**config.mk**
```make
export PLATFORM = sky130hd
export DESIGN_NAME = hi_xcorr_iq_gen
export DESIGN_NICKNAME = d
export VERILOG_FILES = /design/src/rtl/hi_xcorr_pkg.sv /design/src/rtl/hi_am_hysteresis.sv /design/src/rtl/hi_xcorr_iq_gen.sv
export SDC_FILE = /design/constraint.sdc
export NUM_CORES = 1
export LEC_CHECK = 0
export CAP_MARGIN = 40
export CORE_ASPECT_RATIO = 1.2
export CORE_UTILIZATION = 52
export CTS_BUF_LIST = sky130_fd_sc_hd__clkbuf_2
export DETAILED_ROUTE_END_ITERATION = 10
export PLACE_DENSITY = 0.7
export SETUP_SLACK_MARGIN = 0.1
export SLEW_MARGIN = 20
export SYNTH_ARGS = -nofsm -noshare
export SYNTH_HDL_FRONTEND = slang
export SYNTH_HIERARCHICAL = 1
export SYNTH_SLANG_ARGS = --single-unit
```
**constraint.sdc**
```tcl
create_clock -name ck_1356meg -period 8.1 [get_ports ck_1356meg]
set_clock_uncertainty 0.2 [all_clocks]
set_input_delay 1.62 -clock ck_1356meg [delete_from_list [all_inputs] [get_ports ck_1356meg]]
set_output_delay 1.62 -clock ck_1356meg [all_outputs]
set_load 0.05 [all_outputs]
```
**src/rtl/hi_xcorr_pkg.sv**
```systemverilog
// Shared definitions for the HF I/Q cross-correlator: rate encodings, window geometry,
// elaboration-time sanity checks and the signed saturation helper.
package hi_xcorr_pkg;

    localparam logic [1:0] RATE_D2  = 2'd0;
    localparam logic [1:0] RATE_D4  = 2'd1;
    localparam logic [1:0] RATE_D8  = 2'd2;
    localparam logic [1:0] RATE_D16 = 2'd3;

    function automatic int unsigned window_len(input int unsigned cyc, input int unsigned half_log2);
        return cyc << (half_log2 + 1);
    endfunction

    function automatic int unsigned bit_period(input int unsigned w, input int unsigned out_w);
        return w / (2 * out_w);
    endfunction

    function automatic bit is_pow2_ge2(input int unsigned v);
        return (v >= 2) && ((v & (v - 1)) == 0);
    endfunction

    function automatic bit acc_fits(input int unsigned acc_w, input int unsigned adc_w,
                                    input int unsigned w);
        return acc_w >= adc_w + $clog2(w) + 1;
    endfunction

    // Clamp v into the n-bit two's complement range; result is sign-extended to 64 bits.
    function automatic logic signed [63:0] sat(input logic signed [63:0] v, input int unsigned n);
        logic signed [63:0] hi;
        logic signed [63:0] lo;
        hi = (64'sd1 <<< (n - 1)) - 64'sd1;
        lo = -(64'sd1 <<< (n - 1));
        if (v > hi) return hi;
        if (v < lo) return lo;
        return v;
    endfunction

endpackage

```
**src/rtl/hi_am_hysteresis.sv**
```systemverilog
// AM hysteresis bit: set by a full-scale sample, cleared by a zero sample, and forced
// high again after HYST_TIMEOUT consecutive samples spent low.
module hi_am_hysteresis
    import hi_xcorr_pkg::*;
#(
    parameter int unsigned ADC_W        = 8,
    parameter int unsigned HYST_TIMEOUT = 4095
) (
    input  logic             i_clk,
    input  logic             i_reset,
    input  logic             i_en,
    input  logic [ADC_W-1:0] i_adc,
    output logic             o_am
);

    localparam int unsigned CNT_W = $clog2(HYST_TIMEOUT + 1);

    logic             r_am;
    logic [CNT_W-1:0] r_cnt;

    always_ff @(posedge i_clk) begin
        if (i_reset) begin
            r_am  <= 1'b0;
            r_cnt <= '0;
        end else if (i_en) begin
            if (&i_adc) begin
                r_am  <= 1'b1;
                r_cnt <= '0;
            end else if (~|i_adc || !r_am) begin
                // this sample is spent low; the timeout sample itself re-arms the bit
                if (r_cnt == CNT_W'(HYST_TIMEOUT - 1)) begin
                    r_am  <= 1'b1;
                    r_cnt <= '0;
                end else begin
                    r_am  <= 1'b0;
                    r_cnt <= r_cnt + CNT_W'(1);
                end
            end
        end
    end

    assign o_am = r_am;

endmodule

```
**src/rtl/hi_xcorr_iq_gen.sv**
```systemverilog
// HF reader I/Q cross-correlator: divides the carrier into an ADC clock, correlates samples
// against square-wave I/Q subcarrier references and shifts saturated window results out over SSP.
module hi_xcorr_iq_gen
    import hi_xcorr_pkg::*;
#(
    parameter int unsigned ADC_W        = 8,
    parameter int unsigned HALF_LOG2    = 3,
    parameter int unsigned CYC_PER_RPT  = 4,
    parameter int unsigned ACC_W        = 16,
    parameter int unsigned OUT_W        = 8,
    parameter int unsigned SHIFT        = 6,
    parameter int unsigned HYST_TIMEOUT = 4095
) (
    input  logic             ck_1356meg,
    input  logic             reset,
    input  logic [ADC_W-1:0] adc_d,
    input  logic [1:0]       rate_sel,
    input  logic             snoop,
    output logic             adc_clk,
    output logic             ssp_clk,
    output logic             ssp_frame,
    output logic             ssp_din,
    output logic             dbg
);

    localparam int unsigned W    = window_len(CYC_PER_RPT, HALF_LOG2);
    localparam int unsigned B    = bit_period(W, OUT_W);
    localparam int unsigned K_W  = $clog2(W);
    localparam int unsigned BL   = $clog2(B);
    localparam int unsigned SR_W = 2 * OUT_W;

    if (!is_pow2_ge2(B) || (B * SR_W != W)) begin : g_bad_bit_period
        $error("hi_xcorr_iq_gen: W/(2*OUT_W) must be a power of two >= 2 (W=%0d)", W);
    end
    if (!acc_fits(ACC_W, ADC_W, W)) begin : g_bad_acc_w
        $error("hi_xcorr_iq_gen: ACC_W=%0d too narrow for window of %0d samples", ACC_W, W);
    end
    if (HALF_LOG2 < 1) begin : g_bad_half
        $error("hi_xcorr_iq_gen: HALF_LOG2 must be >= 1");
    end

    logic [3:0] r_p;
    logic [1:0] r_rate;
    logic       r_adc_clk;
    logic [3:0] w_p_last;
    logic [3:0] w_half;
    logic       w_sample_en;

    always_comb begin
        w_p_last = 4'd1;
        w_half   = 4'd1;
        case (r_rate)
            RATE_D2:  begin w_p_last = 4'd1;  w_half = 4'd1; end
            RATE_D4:  begin w_p_last = 4'd3;  w_half = 4'd2; end
            RATE_D8:  begin w_p_last = 4'd7;  w_half = 4'd4; end
            default:  begin w_p_last = 4'd15; w_half = 4'd8; end
        endcase
    end

    assign w_sample_en = (r_p == w_half);

    // rate_sel is only taken at the period wrap so an adc_clk period is never cut short
    always_ff @(posedge ck_1356meg) begin
        if (reset) begin
            r_p       <= '0;
            r_rate    <= rate_sel;
            r_adc_clk <= 1'b0;
        end else begin
            r_adc_clk <= (r_p < w_half);
            if (r_p == w_p_last) begin
                r_p    <= '0;
                r_rate <= rate_sel;
            end else begin
                r_p <= r_p + 4'd1;
            end
        end
    end

    logic [K_W-1:0]          r_k;
    logic signed [ACC_W-1:0] r_acc_i;
    logic signed [ACC_W-1:0] r_acc_q;
    logic signed [ACC_W-1:0] w_x;
    logic [K_W-1:0]          w_k_q;
    logic                    w_sign_i;
    logic                    w_sign_q;
    logic signed [ACC_W-1:0] w_sh_i;
    logic signed [ACC_W-1:0] w_sh_q;
    logic [OUT_W-1:0]        w_rep_i;
    logic [OUT_W-1:0]        w_rep_q;
    logic                    w_am;
    logic                    r_am_prev;

    assign w_x      = ACC_W'(adc_d);
    assign w_k_q    = r_k + K_W'(1 << (HALF_LOG2 - 1));
    assign w_sign_i = r_k[HALF_LOG2];
    assign w_sign_q = w_k_q[HALF_LOG2];
    assign w_sh_i   = r_acc_i >>> SHIFT;
    assign w_sh_q   = r_acc_q >>> SHIFT;

    always_comb begin
        if (snoop) begin
            w_rep_i = {(OUT_W-1)'(sat(64'(w_sh_i), OUT_W - 1)), r_am_prev};
            w_rep_q = {(OUT_W-1)'(sat(64'(w_sh_q), OUT_W - 1)), w_am};
        end else begin
            w_rep_i = OUT_W'(sat(64'(w_sh_i), OUT_W));
            w_rep_q = OUT_W'(sat(64'(w_sh_q), OUT_W));
        end
    end

    hi_am_hysteresis #(
        .ADC_W       (ADC_W),
        .HYST_TIMEOUT(HYST_TIMEOUT)
    ) u_am (
        .i_clk  (ck_1356meg),
        .i_reset(reset),
        .i_en   (w_sample_en),
        .i_adc  (adc_d),
        .o_am   (w_am)
    );

    logic [SR_W-1:0] r_sr;
    logic            r_ssp_clk;
    logic            r_frame;
    logic [BL-1:0]   w_kb;

    assign w_kb = r_k[BL-1:0];

    always_ff @(posedge ck_1356meg) begin
        if (reset) begin
            r_k       <= '0;
            r_acc_i   <= '0;
            r_acc_q   <= '0;
            r_am_prev <= 1'b0;
            r_sr      <= '0;
            r_ssp_clk <= 1'b0;
            r_frame   <= 1'b0;
        end else if (w_sample_en) begin
            if (r_k == '0) begin
                r_acc_i <= w_x;
                r_acc_q <= w_x;
            end else begin
                r_acc_i <= w_sign_i ? r_acc_i - w_x : r_acc_i + w_x;
                r_acc_q <= w_sign_q ? r_acc_q - w_x : r_acc_q + w_x;
            end
            r_k <= (r_k == K_W'(W - 1)) ? '0 : r_k + K_W'(1);

            if (r_k == K_W'(W / 2 - 1)) r_am_prev <= w_am;

            if (r_k == '0) begin
                r_sr <= {w_rep_i, w_rep_q};
            end else if (w_kb == '0) begin
                r_sr <= {r_sr[SR_W-2:0], 1'b0};
            end
            if (w_kb == '0) begin
                r_ssp_clk <= 1'b1;
            end else if (w_kb == BL'(B / 2)) begin
                r_ssp_clk <= 1'b0;
            end
            r_frame <= (r_k < K_W'(B));
        end
    end

    assign adc_clk   = r_adc_clk;
    assign ssp_clk   = r_ssp_clk;
    assign ssp_frame = r_frame;
    assign ssp_din   = r_sr[SR_W-1];
    assign dbg       = r_k[HALF_LOG2];

endmodule

```
==> flow_summary.toml <==
[run_status]
status = "finished clean"

[detailed_routing]
via_per_inst = 5.96
vias = 5213
ant_nets = 0
drc = 0
first_pass_iters = 5
wl_per_cell_um = 15.1
initialDrtViolationCount = 247
wl_um = 13200

[global_route]
met1_usage_pct = 29.6
grt_pass1_wl_um = 22800
grtUsageMet2_pct = 44.3
grt_start_max_net_pins = 53
antenna_found_initial = 0
grt-ovfl-total = 0
grt_pass1_vias = 4944
top_usage_layer = "met2"
track_usage_pct = 24.6
grt_use_met3_pct = 2.51

[clocking]
cts.sinks = 77
htreeDepth = 3
ctsResizeCount = 0
tritoncts = "built"
cts_buffers = 9
cts_hold_buf = 0
clockBufferDepth = 2
cts_root_buf = "clkbuf_2"
clkLatencyLatePin_ns = 0.56
cts_setup_buffers = 0
path_clk_slew_ns = 0.21

[synthesis]
syn_inst = 740
async_reset_ff_share_pct = 0
synth_ff_type = "dfxtp_1"
ys_ff_latch = 77
syn-num-nets = 800
avgSynthCellArea_um2 = 7.66
synthTopCellsByArea = "dfxtp_1 (26%), ha_1 (9.9%), nor2_1 (6.4%)"
synth.largest_area_cell = "dfxtp_1"
synth_edf_count = 2
yosysSeqAreaShare_pct = 27.5
synth_top_area_share_pct = 26.5
yosys.cell_types.count = 66
syn-cell-area_um2 = 5670
yosysWarningCount = 6

[worst_setup_path]
worst_r2r_path_depth = 12
max_stage_delay_ns = 0.58
crit_arrival_ns = 5.13
critPathBufInv = 2
cp_max_fo = 8
rr_endpoint = "r_acc_q[15]$_SDFFE_PP0P_"
cp_top_family = "compound AO/OA/AOI/OAI gates"
start_kind = "input port"
r2r_slack_ns = 4.14
rr_startpoint = "r_k[3]$_SDFFE_PP0P_"
cp.required_ns = 8.38
cpMaxStageDelayCell = "clkdlybuf4s50_1"
critPathKind = "input port to flip-flop"
crit_chain = "clkdlybuf4s50_1 -> inv_1 -> ha_1 -> nor3b_1 -> nor3b_1 -> nor2_1 -> xnor2_1 -> ha_1 -> a21oi_1 -> o21ai_0 -> a31oi_2 -> o21ai_1 -> a2bb2oi_1 -> xor2_1 -> a22o_1"
critPathCaptureType = "flip-flop"

[cells_and_area]
area_growth_pct = 7.39
fillers = 998
final_area_um2 = 6090
fin_nets = 800
drive_above_1_share_pct = 7.65
seqCellArea_um2 = 1560
antennaDiodeCount = 0
multi_input_area_um2 = 3880

[timing]
drv_slew = 0
worstMarginPinSlew_ns = 0.777
hold_violations = 0
fin_tns_setup_ns = 0
rsz0062_at_grt = "false"
min_period_ns = 4.85
maxSlewHeadroom_pct = 48.1
timing.fmax_ghz = 0.206
setup_viol = 0
period_share_pct = 59.9

[placement]
place_area_um2 = 5900
gp_congestion = 0.936
hpwl_um = 9610
io_buffers = 17

[worst_hold_path]
min_delay_path_depth = 2
holdPathEnd = "r_sr[2]$_SDFFE_PP0P_"
hp-start = "r_sr[2]$_SDFFE_PP0P_"
hold_path.class = "flip-flop to flip-flop"

[pwr]
power_density_nw_per_um2 = 166
peakVddDrop_uv = 103
p_leak_nw = 2.40

[floorplanning]
core_area_um2 = 10600
die_area_um2 = 11300
rows = 41
initial_utilization_pct = 53.7
ioPinCount = 18
dieHeight_um = 116
die-width_um = 97.3

[run]
max_cap_violations = 0
[where the power goes]
part	internal (mW)	leakage, nW	total, mW	switching (mW)
Combinational	0.114	1.68	0.296	0.182
Clock	0.135	0.0945	0.284	0.149
Sequential	0.407	0.629	0.429	0.0222
Total	0.656	2.40	1.01	0.354
[registers in the layout, summed over array words and instances, names as in the netlist]
register	count
r_k	6
ssp_clk	1
r_rate	2
u_am/o_am	1
r_am_prev	1
adc_clk	1
u_am/r_cnt	12
r_acc_i	16
r_p	4
ssp_frame	1
r_acc_q	16
r_sr	16
[through the flow]
step	util [%]	hold slack (ns)	worst slack (ns)	total power [mW]	std cells
floorplan	-	0.232	3.40	0.658	740
global placement	55.6	0.240	2.77	0.720	853
detailed placement	55.8	0.244	2.67	0.728	855
CTS	57.4	0.268	3.32	1.02	871
global route	57.6	0.305	2.95	1.07	874
finish	57.6	0.267	3.25	1.01	874
[Yosys cell counts (all sizes together) (3+ instances only)]
master   n
a22o    11
inv     21
nand3b   4
nor4     5
a211oi  14
clkbuf  22
nand3   11
dfxtp   75
o21ai   40
nand4    9
or2      6
mux2i    8
a311oi   9
o21bai   3
a31o     3
ha      45
a31oi    6
nor2b    4
a21o     8
nor3b    3
o41ai    3
a21oi   70
xor2     9
o31ai    4
nor2    98
and3     6
buf     15
nor3    35
nand2   95
xnor2   27
nand2b  15
or3      6
o211ai  18
[worst register-to-register path, stage by stage (launching register included)]
cell and delay, ns:
dfxtp_1 0.76, inv_1 0.29, ha_1 0.65, nor2_1 0.13
xnor2_1 0.14, ha_1 0.37, nand2_2 0.11, a211oi_2 0.32
a31oi_2 0.20, o31ai_2 0.27, xor2_1 0.19, a21oi_1 0.09
mux2i_1 0.16
[logic make-up after synthesis]
group	after synthesis	share of synthesized area, %
multiplexers	8	1.41
XOR/XNOR	36	5.56
flip-flops	77	27.5
buffers and inverters	59	4.08
AND/OR/NAND/NOR	303	25.6
AO/OA/AOI/OAI	210	25.2
adder cells (fa/ha/maj)	47	10.6
[layout make-up]
type | count | share of cell area [%]
Clock inverter | 7 | 1.97
Tap cell | 129 | 2.65
Timing Repair Buffer | 26 | 3.96
Multi-Input combinational cell | 604 | 63.7
Sequential cell | 77 | 25.6
Inverter | 22 | 1.36
Clock buffer | 9 | 0.740
[worst max path at each step]
stage / slack, ns / start / cells after the start / end
final: 3.25 / adc_d[0] / 15 / r_acc_i[13]$_SDFFE_PP0P_
after global routing: 2.95 / adc_d[0] / 15 / r_acc_i[13]$_SDFFE_PP0P_
after CTS: 3.32 / adc_d[2] / 13 / r_acc_i[12]$_SDFFE_PP0P_
after detailed placement: 2.67 / adc_d[2] / 13 / r_acc_i[12]$_SDFFE_PP0P_
after global placement: 2.77 / adc_d[2] / 13 / r_acc_i[12]$_SDFFE_PP0P_
after floorplan: 3.40 / adc_d[2] / 13 / r_acc_i[12]$_SDFFE_PP0P_
[cells in the final DEF (no fill, tap or decap), types with 18 or more instances in the layout]
master	Yosys	layout
nor2_1	97	97
nand2_1	92	92
dfxtp_1	75	75
a21oi_1	66	66
ha_1	45	45
nor3_1	35	35
o21ai_0	34	34
xnor2_1	27	27
inv_1	21	21
o211ai_1	18	18
[layer usage]
metal  vias up  part of all wire [%]
met5         -                     0
met4         0                   3.6
met3        35                   2.9
met2       104                    48
met1      2416                    45
li1       2658                     -
Note: power is estimated with default switching activity, not from simulation.
==> RTL edit: new RTL, config.mk and constraints unchanged <==
`HYST_TIMEOUT` is set to 4095 in 2 places; all go to 16380.
--- a/src/rtl/hi_am_hysteresis.sv
+++ b/src/rtl/hi_am_hysteresis.sv
@@ -4,7 +4,7 @@
     import hi_xcorr_pkg::*;
 #(
     parameter int unsigned ADC_W        = 8,
-    parameter int unsigned HYST_TIMEOUT = 4095
+    parameter int unsigned HYST_TIMEOUT = 16380
 ) (
     input  logic             i_clk,
     input  logic             i_reset,
--- a/src/rtl/hi_xcorr_iq_gen.sv
+++ b/src/rtl/hi_xcorr_iq_gen.sv
@@ -9,7 +9,7 @@
     parameter int unsigned ACC_W        = 16,
     parameter int unsigned OUT_W        = 8,
     parameter int unsigned SHIFT        = 6,
-    parameter int unsigned HYST_TIMEOUT = 4095
+    parameter int unsigned HYST_TIMEOUT = 16380
 ) (
     input  logic             ck_1356meg,
     input  logic             reset,
Behaviour: no difference found for any inputs over 4 cycles, from zero or initial values and one cycle with reset high; that may be too few to reach the edited logic, so the function may still have changed.
==> RTL edit against the unedited design <==
- total power decreased by 7.5%
- wire length increased by 2.2%
- sequential cell count increased by 2
- combinational power decreased by 2%
- via count increased by 2.7%
- sequential power increased by 2%
- synthesized area increased by 0.93%
- non-clock buffer count decreased by 2
- final area decreased by 0.64%
- clock power decreased by 27%
- register-to-register slack got worse by 0.04 ns
- fmax about the same
- worst setup slack improved by 0.0012 ns
- largest power group unchanged
==> RTL edit: results (changes against the unedited design) <==
layout filler cell count: 1013 (+1.5%)
Met1 Wirelength: 6.04 mm (+0.92%)
syn nets: 815 (+1.9%)
area occupied by multi-input gates: 0.00387 mm² (about the same)
layout cells sized above 1: 6.48% (-1.2 points)
WL met2: 6.64 mm (+3.9%)
vias in the first global route: 5151 (+4.2%)
clock buffers: 11 (+2)
final-stage net count: 811 (+1.4%)
DR vias/cell: 6.05 (+1.4%)
first-pass GRT wire length: 24.0 mm (+5.2%)
dpl cells: 869 (+1.6%)
wire length on met3: 360 µm (-5.8%)
DR vias: 5353 (+2.7%)
Routed WL: 13.5 mm (+2.2%)
sequential area share after synthesis: 28.0% (+0.45 points)
GR Util met1: 30.6% (+1.0 points)
status: completed
reg-to-reg slack, setup: 4.10 ns (-0.04 ns)
last element of the critical path: r_acc_i[12]$_SDFFE_PP0P_
non-clock buffer total of the final layout: 24 (-7.7%)
syn_area_per_cell: 7.57 µm² (-1.2%)
seq_cells: 79 (+2.6%)
DP Area: 0.00593 mm² (+0.62%)
crit-path max cell delay: 0.55 ns (-0.03 ns)
clk_lat worst skew: 0.53 ns (-0.03 ns)
sequential share of cell area: 26.5% (+0.83 points)
[RTL edit: cell count changes after synthesis, sizes merged, moves of 3 or more]
cell    delta
nor2b      +4
o211ai     -3
o31ai      +3
or4        +5
nand2      -8
o21ai      +5
or3        +4
nand2b     +3
[RTL edit: kinds of logic (layout without fill, tap and decap cells)]
| family | Yosys count | after routing | share of synthesized area [%] |
|---|---|---|---|
| buffers and inverters | 61 | 61 | 4.33 |
| AO/OA/AOI/OAI | 215 | 215 | 24.7 |
| multiplexers | 7 | 7 | 1.22 |
| XOR/XNOR | 36 | 36 | 5.51 |
| flip-flops | 79 | 79 | 28.0 |
| AND/OR/NAND/NOR | 312 | 312 | 26.0 |
| adder cells (fa/ha/maj) | 46 | 46 | 10.3 |
[RTL edit: worst max-delay path, delay by kind of cell]
family / cells / cell delay, ns
adder cells (fa/ha/maj): 2 / 0.57
multiplexers: 1 / 0.13
AO/OA/AOI/OAI: 5 / 0.92
buffers and inverters: 1 / 0.55
AND/OR/NAND/NOR: 4 / 1.32
[RTL edit: power by group through the flow]
stage / clock network [W] / registers (W) / logic (W)
2_1_floorplan: 0 / 0.000451 / 0.000216
3_3_place_gp: 0 / 0.000445 / 0.000279
3_5_place_dp: 0 / 0.000447 / 0.000287
4_1_cts: 0.000212 / 0.000439 / 0.000289
5_1_grt: 0.000227 / 0.000443 / 0.000327
6_report: 0.000206 / 0.000438 / 0.000290
[RTL edit: per-stage QoR]
stage	total power, W	setup WS, ns	util (%)
floorplan	0.000666	3.40	-
global placement	0.000724	2.81	55.7
detailed placement	0.000734	2.72	55.9
CTS	0.000940	3.32	56.9
global route	0.000996	3.03	57.0
finish	0.000934	3.25	57.0
